===== src/rtl/ws2811_strip_ctrl.sv =====
// Frame sequencer for a WS2811 strip: reads each pixel word from a synchronous RAM,
// hands it to the bit serializer, then holds the line idle for the latch gap.
module ws2811_strip_ctrl #(
  parameter int unsigned NUM_LEDS     = 8,
  parameter int unsigned ADDR_W       = 3,
  parameter int unsigned LATCH_CYCLES = 3000
) (
  input  logic              clock,
  input  logic              reset,
  input  logic              start,
  output logic              busy,
  output logic              frame_done,
  output logic [ADDR_W-1:0] pix_addr,
  input  logic [23:0]       pix_data,
  output logic [23:0]       rgb_data,
  output logic              send,
  input  logic              word_sent,
  output logic [2:0]        db_state
);

  typedef enum logic [2:0] {
    S_IDLE  = 3'd0,
    S_FETCH = 3'd1,
    S_LOAD  = 3'd2,
    S_SEND  = 3'd3,
    S_WAIT  = 3'd4,
    S_LATCH = 3'd5,
    S_DONE  = 3'd6
  } state_t;

  localparam logic [ADDR_W-1:0] LAST_IDX   = ADDR_W'(NUM_LEDS - 1);
  localparam logic [15:0]       LATCH_LOAD = 16'(LATCH_CYCLES - 1);

  state_t              state_q, state_d;
  logic [ADDR_W-1:0]   index_q, index_d;
  logic [ADDR_W-1:0]   pix_addr_q, pix_addr_d;
  logic [23:0]         rgb_data_q, rgb_data_d;
  logic [15:0]         latch_cnt_q, latch_cnt_d;

  always_ff @(posedge clock) begin
    if (reset) begin
      state_q     <= S_IDLE;
      index_q     <= '0;
      pix_addr_q  <= '0;
      rgb_data_q  <= '0;
      latch_cnt_q <= '0;
    end else begin
      state_q     <= state_d;
      index_q     <= index_d;
      pix_addr_q  <= pix_addr_d;
      rgb_data_q  <= rgb_data_d;
      latch_cnt_q <= latch_cnt_d;
    end
  end

  // The address register is updated on entry to FETCH so the RAM sees it during FETCH
  // and its data is ready in LOAD.
  always_comb begin
    state_d     = state_q;
    index_d     = index_q;
    pix_addr_d  = pix_addr_q;
    rgb_data_d  = rgb_data_q;
    latch_cnt_d = latch_cnt_q;
    case (state_q)
      S_IDLE: begin
        if (start) begin
          index_d    = '0;
          pix_addr_d = '0;
          state_d    = S_FETCH;
        end
      end
      S_FETCH: state_d = S_LOAD;
      S_LOAD: begin
        rgb_data_d = pix_data;
        state_d    = S_SEND;
      end
      S_SEND: state_d = S_WAIT;
      S_WAIT: begin
        if (word_sent) begin
          if (index_q == LAST_IDX) begin
            latch_cnt_d = LATCH_LOAD;
            state_d     = S_LATCH;
          end else begin
            index_d    = index_q + 1'b1;
            pix_addr_d = index_q + 1'b1;
            state_d    = S_FETCH;
          end
        end
      end
      S_LATCH: begin
        // Counter runs LATCH_CYCLES-1 down to 0, one state cycle per count.
        if (latch_cnt_q == 16'd0) begin
          state_d = S_DONE;
        end else begin
          latch_cnt_d = latch_cnt_q - 16'd1;
        end
      end
      S_DONE:  state_d = S_IDLE;
      default: state_d = S_IDLE;
    endcase
  end

  assign busy       = (state_q != S_IDLE);
  assign frame_done = (state_q == S_DONE);
  assign send       = (state_q == S_SEND);
  assign pix_addr   = pix_addr_q;
  assign rgb_data   = rgb_data_q;
  assign db_state   = state_q;

endmodule


===== config.mk =====
export PLATFORM = sky130hd
export DESIGN_NAME = ws2811_strip_ctrl
export DESIGN_NICKNAME = d
export VERILOG_FILES = /design/src/rtl/ws2811_strip_ctrl.sv
export SDC_FILE = /design/constraint.sdc
export NUM_CORES = 1
export LEC_CHECK = 0
export ABC_AREA = 1
export BUFFER_PORTS_ARGS = -buffer_cell sky130_fd_sc_hd__buf_4
export CAP_MARGIN = 25
export CORE_MARGIN = 5
export CORE_UTILIZATION = 56
export CTS_BUF_LIST = sky130_fd_sc_hd__clkbuf_8 sky130_fd_sc_hd__clkbuf_16
export DETAILED_ROUTE_END_ITERATION = 10
export PLACE_DENSITY = 0.89
export SKIP_CTS_REPAIR_TIMING = 1
export SLEW_MARGIN = 20
export SYNTH_ARGS = -nofsm -noshare
export SYNTH_HDL_FRONTEND = slang
export SYNTH_SLANG_ARGS = --single-unit

===== constraint.sdc =====
create_clock -name clock -period 2.7 [get_ports clock]
set_input_delay 0 -clock clock [delete_from_list [all_inputs] [get_ports clock]]
set_output_delay 0 -clock clock [all_outputs]
set_load 0.05 [all_outputs]

# == Word level (Yosys, flattened, before mapping) ==
# Cells that the tools add are included.
# word_totals
reg_bits,46
in_bits,28
out_inout_bits,33
# op_classes
addsub,2
n_eq_ne,13
n_mux,13
n_reduce_logical,8
# op_table
cell,count
2-to-1 mux 16 bit,3
case mux 16 bit (2 select lines),1
2-to-1 mux 3 bit,7
case mux 3 bit (6 select lines),1
logical NOT 16 bit,1
"subtractor 16 x 1 -> 16 bit, second input constant",1
"equality test 3 bit, second input constant",4
"inequality test 2 bit, second input constant",6
AND reduction 4 bit,2
"equality test 3 x 2 -> 1 bit, second input constant",2
case mux 3 bit (2 select lines),1
nonzero test 2 bit,2
"adder 3 x 1 -> 3 bit, second input constant",1
"equality test 3 x 1 -> 1 bit, second input constant",1
logical NOT 3 bit,1
AND reduction 3 bit,1
nonzero test 3 bit,1

# == Depth between registers and ports, before layout ==
# depth
word_depth,4
depth_mapped,11
ltp_nobuf,11

# == Least setup slack after synthesis ==
# OpenSTA, ideal clock, no wires.
# synth_timing
kind,register to register
startpoint,"register state_q[2], in the netlist db_state[2]"
endpoint,"register state_q[0], in the netlist db_state[0]"
setup_ns,0.111
arrival_time_ns,2.241
t_required_ns,2.589
slack_ns,0.348
path_stages_with_launch,6
n_path_buf,0
period_less_slack_ns,2.352
cell_sequence,dfxtp_1 > inv_2 > nor3_1 > nor2_1 > nand2_1 > inv_1
# synth_via
elab_chain_len,3
elab_cells_between_ends,11
cone_classes,eq/ne (8); mux (1); reduce/logical (2)
# synth_rtl
element,line,rtl
start: declaration,34,"state_t state_q, state_d;"
start signal: assignment,48,state_q <= state_d;
equality test 3 bit or logical NOT 3 bit (tied branches),64,case (state_q)
inequality test 2 bit (no source line),-,
AND reduction 3 bit (no source line),-,
# Parallel ways exist; a longest one is shown, timed or not.
# A chain may end at the register's enable or synchronous reset.

# == Worst setup path after layout ==
# layout_timing
startpoint,register latch_cnt_q[0]
endpoint,register latch_cnt_q[12]
# layout_via
elab_chain_len,3
elab_cells_between_ends,6
cone_classes,add/sub (1); eq/ne (1); mux (2); reduce/logical (2)
# layout_rtl
element,line,rtl
start: declaration,38,"logic [15:0] latch_cnt_q, latch_cnt_d;"
start signal: assignment,52,latch_cnt_q <= latch_cnt_d;
subtractor 16 x 1 -> 16 bit or logical NOT 16 bit (tied branches),"95, 92",
2-to-1 mux 16 bit or inequality test 2 bit (tied branches),-,
case mux 16 bit (2 select lines) or AND reduction 4 bit (tied branches),-,
# Parallel ways exist; a longest one is shown, timed or not. The select of a mux whose other input is x is not followed.

==> flow_summary_export.csv <==
group,metric,value,unit
worst_setup_path,path_class,"flip-flop to flip-flop",
global_route,grt_max_degree,50,
clock_tree,insertion_delay,0.30,ns
die,start_util,0.577,
placement,globalplace.congestion,0.868,
global_route,use_met3,0.111,
route,finalWirelength,5620,um
route,vias,2214,
worst_setup_path,crit_top_cell,"nor2_1",
worst_setup_path,critPathBufInv,1,
route,route.detailed.drc,0,
route,avgViaCountPerCell,5.07,
global_route,gr-usage-met2,0.344,
logic_synthesis,synth_top_area_frac,0.402,
layout,ff_latch_area,921,um^2
sta,finalCritPeriodShare,0.650,
placement,dp.cells,425,
sta,period_minus_slack,1.75,ns
placement,dpl.hpwl,3770,um
route,first_pass_iters,4,
clock_tree,cts_sinks,46,
clock_tree,cts_max_level,2,
logic_synthesis,ys_seq_elements,46,
worst_setup_path,critPathTopFamily,"simple AND/OR/NAND/NOR gates",
global_route,grt-busiest-layer,"met2",
logic_synthesis,synthArstFlopShare,0,
die,rows,23,
global_route,grt_pass1_vias,2131,
worst_setup_path,crit_fanout,12,
global_route,grt_overflow,0,
layout,fin_util,0.736,
layout,area_delta_synth_final,27.7,%
sta,worst_slew_pin_slew,0.698,ns
sta,finalSetupViolations,0,
worst_setup_path,required,2.90,ns
pwr,p_per_area,635,mW/mm^2
route,drtAntennaViolNets,0,
die,die_h,73.9,um
status,status,"finished, violations left",
worst_setup_path,end_kind,"flip-flop",
logic_synthesis,synth_nets,357,
logic_synthesis,netlist-cell-type-count,28,
die,io_pins,61,
clock_tree,cts_tree,"done",
layout,fin_cells,437,
worst_hold_path,hold_path_depth,3,
die,die_width,73.9,um
layout,multi_input_area,0.00111,mm^2
worst_setup_path,crit_slowest_cell,"dfxtp_1",
sta,finalSetupTns,0,ns
logic_synthesis,synth_commonest_cells,"nand2_1 (59), dfxtp_1 (46), inv_1 (46)",
logic_synthesis,synth-edff-count,0,
layout,diodes,0,
worst_setup_path,path_cells,"inv_1 > ha_1 > nand3_2 > nor2_2 > nand2_4 > a21oi_4 > nor2_1 > nor2_1 > nor2_1",
logic_synthesis,ys.flop_type,"dfxtp_1",
die,dieArea,0.00547,mm^2
sta,fmax,570,MHz
clock_tree,clock_path_buffers,2,
status,violations,"negative hold slack",
logic_synthesis,synth.most_common_cell,"nand2_1",
worst_setup_path,cp.depth,9,
logic_synthesis,ys_warn_count,0,
sta,finalClockSkew,0.00617,ns
logic_synthesis,yosysTopAreaCell,"dfxtp_1",
sta,slew_violations,0,
worst_hold_path,hold_class,"input pin to flip-flop",
global_route,grt_pass1_wl,9140,um
pwr,p_leak,1.37,nW
worst_setup_path,reg2reg_depth,9,
sta,whs,-0.0233,ns
logic_synthesis,synth_area_leaders,"dfxtp_1 (40%), nand2_1 (9.7%), a21oi_1 (7.7%)",
pwr,ir_drop,0.415,mV
clock_tree,path_clk_slew,0.09,ns
sta,hold_violations,15,
worst_setup_path,startpoint_type,"flip-flop",
worst_setup_path,critPathMaxStageDelay,0.34,ns
clock_tree,cts_buffers,5,
layout,nNetsFinal,417,
global_route,track_usage,0.216,
route,drtIter0Drc,101,
route,wl_per_cell,12.9,um
flow_run,drv_cap,0,
layout,fill_cells,313,
global_route,met1_usage,0.243,
clock_tree,cts_root_buf,"clkbuf_8",
sta,rsz0062_at_grt,"false",
sta,max_slew_margin,0.534,
logic_synthesis,seq_area_frac_synth,0.402,
logic_synthesis,synth_area_per_cell,7.02,um^2
logic_synthesis,synth_area,0.00229,mm^2
logic_synthesis,syn_inst,326,
global_route,antenna_found_initial,0,
pwr,power.total,0.00186,W
worst_setup_path,crit_arrival,1.95,ns
placement,port_buffers,60,
layout,layout-drive-gt1-share,0.245,
die,core,0.00397,mm^2
-- worst reg2reg max path: cells and delay by family, from the launching register on --
kind            cells  cell delay (ns)
simple gates        6             0.68
compound gates      1             0.34
buf+inv             1             0.08
fa+ha+maj           1             0.20
flops               1             0.34
-- through the flow --
step	cell area, um^2	setup slack [ns]
after floorplan	2290	0.348
after global routing	2920	0.816
after CTS	2880	0.956
after detailed placement	2740	0.994
after global placement	2740	1.08
final	2920	0.946
-- where the power goes --
group          internal (W)  switching, W  leakage (nW)
registers          0.000726     0.0000319         0.373
logic              0.000140      0.000327         0.929
clock network      0.000395      0.000236        0.0714
total               0.00126      0.000595          1.37
-- state kept, by name, summed over array words and instances (netlist names) --
| name | flops |
|---|---|
| latch_cnt_q | 16 |
| rgb_data | 24 |
| pix_addr | 3 |
| db_state | 3 |
-- worst paths after layout --
| kind | start | end | slack, ns |
|---|---|---|---|
| setup / recovery | latch_cnt_q[0]$_SDFFE_PP0P_ | latch_cnt_q[12]$_SDFFE_PP0P_ | 0.95 |
| hold / removal | pix_data[17] | rgb_data[17]$_SDFFE_PP0P_ | -0.02 |
| setup reg to reg | latch_cnt_q[0]$_SDFFE_PP0P_ | latch_cnt_q[12]$_SDFFE_PP0P_ | 0.95 |
| hold reg to reg | rgb_data[18]$_SDFFE_PP0P_ | rgb_data[18]$_SDFFE_PP0P_ | 0.45 |
-- routing by layer --
layer	wire length, um	share of wire
met3	616	0.11
met2	2510	0.45
met5	0	0
met1	2340	0.42
met4	149	0.027
-- cell usage in the layout (no fill, tap or decap), types with 5 or more instances in the layout --
master,netlist,layout
inv_1,46,46
clkbuf_8,0,6
dfxtp_1,46,46
a21oi_1,35,35
o21ai_0,30,30
nor2_1,38,38
nand2_1,59,59
buf_4,2,61
a21oi_2,5,5
inv_2,5,5
nand3_1,18,18
-- area by class of cell --
type	count	area share
clock buffers	6	0.0282
multi-input cells	217	0.379
clock inverters	2	0.0205
well taps	50	0.0214
flip-flops and latches	46	0.315
repair buffers	65	0.170
inverters	51	0.0655
-- cell families (layout without fill, tap and decap cells) --
family,Yosys count,in the layout,synth area share
AO/OA/AOI/OAI,72,72,0.172
XOR/XNOR,2,2,0.00765
adder cells (fa/ha/maj),3,3,0.0164
buffers and inverters,63,124,0.114
flip-flops,46,46,0.402
AND/OR/NAND/NOR,140,140,0.289
Power figures use the tool's default switching activity.
